[src/rtl/reg_slice_pkg.sv]
// Shared types and helpers for the valid/ready register-slice pipeline.
package reg_slice_pkg;

  typedef enum logic [1:0] {
    RS_PASS = 2'd0,
    RS_FWD  = 2'd1,
    RS_BWD  = 2'd2,
    RS_FULL = 2'd3
  } rs_type_e;

  function automatic logic [1:0] rs_capacity(rs_type_e t);
    case (t)
      RS_PASS:        return 2'd0;
      RS_FWD, RS_BWD: return 2'd1;
      default:        return 2'd2;
    endcase
  endfunction

  function automatic logic rs_latency(rs_type_e t);
    case (t)
      RS_FWD, RS_FULL: return 1'b1;
      default:         return 1'b0;
    endcase
  endfunction

endpackage

[src/rtl/reg_slice_stage.sv]
// One valid/ready slice; RS_TYPE picks pass, forward, skid or 2-entry full slice.
// Handshake: a beat moves when vld && rdy on the same edge; a producer holding
// vld high must keep pld stable until rdy, and vld never waits on rdy.
module reg_slice_stage
  import reg_slice_pkg::*;
#(
  parameter int       PLD_WIDTH = 32,
  parameter rs_type_e RS_TYPE   = RS_FULL
) (
  input  logic                 clk,
  input  logic                 rst,
  input  logic                 flush,
  input  logic                 in_vld,
  output logic                 in_rdy,
  input  logic [PLD_WIDTH-1:0] in_pld,
  output logic                 out_vld,
  input  logic                 out_rdy,
  output logic [PLD_WIDTH-1:0] out_pld,
  output logic [1:0]           count
);

  generate
    if (RS_TYPE == RS_PASS) begin : g_pass
      logic unused_ctrl;
      assign unused_ctrl = ^{clk, rst, flush};
      assign in_rdy  = out_rdy;
      assign out_vld = in_vld;
      assign out_pld = in_pld;
      assign count   = 2'd0;
    end else if (RS_TYPE == RS_FWD) begin : g_fwd
      logic                 vld_r;
      logic [PLD_WIDTH-1:0] pld_r;
      assign in_rdy  = !vld_r || out_rdy;
      assign out_vld = vld_r;
      assign out_pld = pld_r;
      assign count   = {1'b0, vld_r};
      always_ff @(posedge clk or posedge rst) begin
        if (rst) begin
          vld_r <= 1'b0;
          pld_r <= '0;
        end else if (flush) begin
          vld_r <= 1'b0;
        end else if (in_vld && in_rdy) begin
          vld_r <= 1'b1;
          pld_r <= in_pld;
        end else if (out_rdy) begin
          vld_r <= 1'b0;
        end
      end
    end else if (RS_TYPE == RS_BWD) begin : g_bwd
      // Ready comes only from skid_vld, which cuts the out_rdy -> in_rdy path.
      logic                 skid_vld;
      logic [PLD_WIDTH-1:0] skid_pld;
      assign in_rdy  = !skid_vld;
      assign out_vld = in_vld || skid_vld;
      assign out_pld = skid_vld ? skid_pld : in_pld;
      assign count   = {1'b0, skid_vld};
      always_ff @(posedge clk or posedge rst) begin
        if (rst) begin
          skid_vld <= 1'b0;
          skid_pld <= '0;
        end else if (flush) begin
          skid_vld <= 1'b0;
        end else if (in_vld && in_rdy && !out_rdy) begin
          skid_vld <= 1'b1;
          skid_pld <= in_pld;
        end else if (skid_vld && out_rdy) begin
          skid_vld <= 1'b0;
        end
      end
    end else begin : g_full
      // Pointers carry a wrap bit: equal means empty, differing only in MSB means full.
      logic [1:0]           wr_ptr;
      logic [1:0]           rd_ptr;
      logic [PLD_WIDTH-1:0] mem [2];
      logic                 full;
      logic                 empty;
      logic                 push;
      logic                 pop;
      assign full    = (wr_ptr ^ rd_ptr) == 2'b10;
      assign empty   = wr_ptr == rd_ptr;
      assign in_rdy  = !full;
      assign out_vld = !empty;
      assign out_pld = mem[rd_ptr[0]];
      assign push    = in_vld && !full;
      assign pop     = out_rdy && !empty;
      assign count   = wr_ptr - rd_ptr;
      always_ff @(posedge clk or posedge rst) begin
        if (rst) begin
          wr_ptr <= 2'd0;
          rd_ptr <= 2'd0;
          mem[0] <= '0;
          mem[1] <= '0;
        end else if (flush) begin
          wr_ptr <= 2'd0;
          rd_ptr <= 2'd0;
        end else begin
          if (push) begin
            mem[wr_ptr[0]] <= in_pld;
            wr_ptr         <= wr_ptr + 2'd1;
          end
          if (pop) begin
            rd_ptr <= rd_ptr + 2'd1;
          end
        end
      end
    end
  endgenerate

endmodule

[src/rtl/reg_slice_pipe.sv]
// Chain of NUM_STAGES valid/ready slices with per-stage type, boundary flush
// gating and a count of beats held across all stages.
module reg_slice_pipe
  import reg_slice_pkg::*;
#(
  parameter int                      PLD_WIDTH  = 32,
  parameter int                      NUM_STAGES = 2,
  parameter logic [2*NUM_STAGES-1:0] STAGE_TYPE = {NUM_STAGES{2'd3}},
  localparam int                     CNT_W      = $clog2(2*NUM_STAGES+1)
) (
  input  logic                 clk,
  input  logic                 rst,
  input  logic                 flush,
  input  logic                 s_vld,
  output logic                 s_rdy,
  input  logic [PLD_WIDTH-1:0] s_pld,
  output logic                 m_vld,
  input  logic                 m_rdy,
  output logic [PLD_WIDTH-1:0] m_pld,
  output logic [CNT_W-1:0]     occupancy
);

  generate
    if (NUM_STAGES < 1) begin : g_bad_cfg
      $error("reg_slice_pipe: NUM_STAGES must be at least 1");
    end
  endgenerate

  logic                 stg_vld [NUM_STAGES+1];
  logic                 stg_rdy [NUM_STAGES+1];
  logic [PLD_WIDTH-1:0] stg_pld [NUM_STAGES+1];
  logic [1:0]           stg_cnt [NUM_STAGES];

  // Flush blocks both boundary handshakes so nothing enters or leaves that cycle.
  assign stg_vld[0]          = s_vld && !flush;
  assign stg_pld[0]          = s_pld;
  assign s_rdy               = stg_rdy[0] && !flush;
  assign m_vld               = stg_vld[NUM_STAGES] && !flush;
  assign m_pld               = stg_pld[NUM_STAGES];
  assign stg_rdy[NUM_STAGES] = m_rdy && !flush;

  generate
    for (genvar i = 0; i < NUM_STAGES; i++) begin : g_stage
      reg_slice_stage #(
        .PLD_WIDTH (PLD_WIDTH),
        .RS_TYPE   (rs_type_e'(STAGE_TYPE[2*i +: 2]))
      ) u_stage (
        .clk     (clk),
        .rst     (rst),
        .flush   (flush),
        .in_vld  (stg_vld[i]),
        .in_rdy  (stg_rdy[i]),
        .in_pld  (stg_pld[i]),
        .out_vld (stg_vld[i+1]),
        .out_rdy (stg_rdy[i+1]),
        .out_pld (stg_pld[i+1]),
        .count   (stg_cnt[i])
      );
    end
  endgenerate

  // Every per-stage count is decoded straight from its flops, so this sum has no input path.
  always_comb begin
    occupancy = '0;
    for (int i = 0; i < NUM_STAGES; i++) begin
      occupancy = occupancy + CNT_W'(stg_cnt[i]);
    end
  end

endmodule
[config.mk]
export PLATFORM = sky130hd
export DESIGN_NAME = reg_slice_pipe
export DESIGN_NICKNAME = d
export VERILOG_FILES = /design/src/rtl/reg_slice_pkg.sv /design/src/rtl/reg_slice_stage.sv /design/src/rtl/reg_slice_pipe.sv
export SDC_FILE = /design/constraint.sdc
export NUM_CORES = 1
export LEC_CHECK = 0
export BUFFER_PORTS_ARGS = -buffer_cell sky130_fd_sc_hd__buf_2
export CAP_MARGIN = 20
export CORE_ASPECT_RATIO = 1.1
export CORE_MARGIN = 2
export CORE_UTILIZATION = 45
export DETAILED_ROUTE_END_ITERATION = 10
export PLACE_DENSITY = 0.64
export SYNTH_ARGS = -nofsm -noshare
export SYNTH_HDL_FRONTEND = slang
export SYNTH_SLANG_ARGS = --single-unit
[constraint.sdc]
create_clock -name clk -period 4.45 [get_ports clk]
set_input_delay 1.1125 -clock clk [delete_from_list [all_inputs] [get_ports clk]]
set_output_delay 1.1125 -clock clk [all_outputs]
set_load 0.02 [all_outputs]
==> impl.org <==
** Clocking
- Count of clock tree sinks :: 136
- TritonCTS built the clock tree.
- Post-CTS timing repair inserted 0 buffers for setup.
- The H-tree generated during clock tree synthesis spans 4 levels.
- Post-cts gate resize count :: 0
- Clock tree synthesis inserted a total of 17 buffers.
- For this design, the CTS-stage hold fixing added 0 buffers.
- After clock tree synthesis, the clock-pin slew on the worst setup and hold paths is 0.05 ns.
- Clock tree synthesis selected as its root buffer the cell clkbuf_16.
- For the worst-skew pair, the clock arrives at the later sink with an insertion delay of 0.42 ns.
- The clock passes through at most 2 buffers.

** Cells and area
- Final-layout fill cell count :: 1199
- Area Overhead vs Synth :: 16.2%
- Post-layout util :: 52.9%
- Fraction of layout cells with a size suffix above 1 :: 38.2%
- Net count, final :: 581
- Number of inserted diodes :: 0

** Critical path
- The signal on the critical path passes through inv_1 > ha_1 > inv_1 > ha_1 > fa_1 > buf_2.
- On the critical path the largest part of the delay comes from adder cells.
- Max FO, Critical Path :: 6
- STA puts the critical path data required time at 3.34 ns.
- The slowest stage of the critical path belongs to the cell fa_1.
- For the worst setup path, the data arrival time is 2.35 ns.
- Critical Path End Type :: output port
- Kind of critical path :: reg -> out
- Critical Path Start Type :: flip-flop
- Delay of the slowest cell on the worst path :: 0.47 ns
- Together, buffers and inverters on the worst path number 3.

** Logic synthesis
- In the post-synthesis netlist, the biggest area contributors are dfrtp_1 55%, mux2_4 14%, mux2_2 5.8%.
- Largest area contributor in the netlist :: dfrtp_1
- Top cell type's share of synthesized area :: 54.7%
- After Yosys synthesis, and, or, nand and nor cells account for 5.34% of the synthesized area.
- Post-synthesis mux area share :: 26.3%
- In this run the cell area of the synthesized design comes to 0.00623 sq mm.
- Compound-cell area share of the yosys netlist :: 7.21%
- After synthesis, flip-flops and latches occupy 54.7% of the total area.
- The synthesized netlist devotes 1.51% of its cell area to XOR and XNOR gates.
- Counting every net in the synthesized netlist gives 512.
- Synth Instances :: 471
- For this run, the number of Yosys warnings is 0.
- After synthesis, the netlist uses 31 different library cells.
- Combinational family with the most area after synthesis :: multiplexers
- Post-synthesis area per instance :: 13.2 sq um
- Count of state elements after synthesis :: 136
- The synthesized netlist devotes 0.924% of its cell area to adder and majority cells.

** Drt
- Summing over every cut layer, the via total after detailed routing is 3752.
- DRT Pass-1 Iters :: 4
- Wires add up to 12300 microns.
- Wirelength per Cell :: 16.6 microns
- Remaining antenna violation count after routing :: 0
- After detailed routing, the number of vias per cell comes to 5.07.
- After detailed routing, the number of remaining DRC violations is 0.
- The first routing iteration left 138 violations.

** Die
- Std cell rows :: 45
- Measured along the y axis, the die boundary spans 127 microns.
- Initial Util :: 45.5%
- In this run the standard cell core region covers 0.0137 sq mm.
- The die covers 0.0148 sq mm.
- Boundary pin count :: 74
- Measured along the x axis, the die boundary spans 116 microns.

** Place
- At the end of routability-driven placement, the weighted congestion stood at 0.725.
- HPWL reported at the end of detailed placement :: 7290 microns
- # port buffers :: 73

** STA
- The max-slew violation total from the final report came to 0.
- In the final timing run, aggregate negative setup slack is 0 ns.
- At the pin with the least slew margin, the transition time is 0.875 ns.
- Setup repair after global routing left no endpoint under its margin.
- The final critical path takes up 77.8% of the cycle.
- Clock Skew :: 0.00551 ns
- The final number of hold-violating endpoints is 0.
- Minimum clock period after layout :: 3.46 ns
- Setup-failing EPs final :: 0
- Fmax achieved :: 0.289 GHz
- Measured against its own limit, the worst slew margin works out to 41.5%.
- Final-layout worst hold slack :: 0.481 ns

** Global route
- Entering global routing, the biggest net connects 65 pins.
- The number of antenna violations at the first check in global routing came to 1.
- First-pass GRT wire length :: 20400 microns
- The via count of the first global-routing pass was 3988.
- Summed over all layers, the global routing overflow is 0.
- In the global route stage, overall resource usage came out at 18.2%.

** Pwr
- Largest voltage drop on the vdd net :: 0.458 mV
- Total power divided by cell area :: 845 mW/mm^2
- Summing internal, switching and leakage power gives 6.11 mW.
- Summed over all cells, the static leakage comes to 3.21 nW.

** Job
- The tool flagged a number of max-cap violations equal to 0.

** Run status
- Result of the run :: complete, no violations

** Min path
- Class of the worst hold path :: reg -> reg
## where the power goes
group          internal [mW]  leakage (nW)  total [mW]  switching [mW]
clock                  0.836         0.274        1.34           0.508
combinational           1.21          1.35        2.58            1.36
sequential              1.86          1.59        2.19           0.326
total                   3.91          3.21        6.11            2.20
## state kept, by name, indices dropped and copies added, names as in the netlist
signal,cells
g_stage.u_stage.g_full.rd_ptr,4
g_stage.u_stage.g_full.wr_ptr,4
g_stage.u_stage.g_full.mem,128
## worst register-to-register path: cells and delay by family (launching register included)
kind,cells,cell delay [ns]
adders and majority gates,1,0.41
and+or+nand+nor,1,0.67
AOI/OAI and AO/OA,1,0.17
DFF,1,0.39
buffers and inverters,2,0.25
muxes,1,0.40
## kinds of logic after synthesis
family                     Yosys count
muxes                              129
and+or+nand+nor                     82
adders and majority gates            4
buffers and inverters               35
DFF                                136
xor gates and xnor gates             9
AOI/OAI and AO/OA                   76
## worst paths after layout
kind,startpoint,endpoint,slack [ns],cells past startpoint
setup reg to reg,g_stage[0].u_stage.g_full.wr_ptr[0],g_stage[0].u_stage.g_full.mem[62],2.04,6
setup / recovery,g_stage[0].u_stage.g_full.wr_ptr[0],occupancy[1],0.99,6
min in group asynchronous,rst,g_stage[0].u_stage.g_full.wr_ptr[0],0.87,2
max in group asynchronous,rst,g_stage[1].u_stage.g_full.mem[8],2.64,3
hold reg to reg,g_stage[0].u_stage.g_full.mem[62],g_stage[0].u_stage.g_full.mem[62],0.48,1
hold / removal,g_stage[0].u_stage.g_full.mem[62],g_stage[0].u_stage.g_full.mem[62],0.48,1
## layout by cell type, fill, tap and decap left out, types with 3 or more instances in the layout
cell type     n
mux2i_1      33
clkinv_2      3
buf_2        73
nand2_1       4
mux2_1        4
nor2_1       72
a21oi_1      67
xnor2_1       5
clkbuf_8      5
ha_1          3
dfrtp_1     134
clkbuf_16    17
inv_1         4
mux2_2       32
clkinvlp_4    4
mux2_4       60
buf_4         6
## through the flow
stage	worst slack, ns	std cells	instance area (sq um)
floorplan	1.58	471	6230
global route	0.887	740	7230
finish	0.986	740	7230
detailed placement	1.42	709	6660
global placement	1.45	709	6660
CTS	0.958	740	7230
## synthesized netlist by cell type
library cell / instances
mux2i_1: 33
buf_6: 2
nand2_1: 4
xor2_1: 2
dfrtp_1: 136
mux2_2: 32
xor2_2: 1
a211o_1: 1
inv_1: 5
clkbuf_1: 14
buf_2: 8
and3_4: 2
xnor2_2: 1
a21bo_1: 1
a221oi_1: 1
o21ai_0: 2
nor2_1: 72
xnor2_1: 5
a221oi_4: 2
buf_12: 6
or2_1: 1
ha_1: 3
fa_1: 1
mux2_1: 4
nand3_1: 1
a22oi_1: 1
nand2b_1: 1
o21ba_4: 1
a21oi_1: 67
mux2_4: 60
nand3b_1: 1
## routing by layer
metal / track usage (%) / routed length [microns] / vias up
met4: 6.58 / 182 / 2
li1: - / - / 1768
met3: 5.55 / 552 / 18
met1: 23.7 / 5690 / 1894
met2: 28.7 / 5840 / 70
met5: 0 / 13 / -
## final cells by class
cell class              count  area (sq um)  share of cell area (%)
inverters                   5          22.5                   0.311
repair buffers             80           430                    5.95
multi-input cells         300          2570                    35.5
well taps                 188           235                    3.25
clock buffers              24           502                    6.94
clock inverters             7          67.6                   0.934
flip-flops and latches    136          3410                    47.1
(Power assumes the default switching activity.)
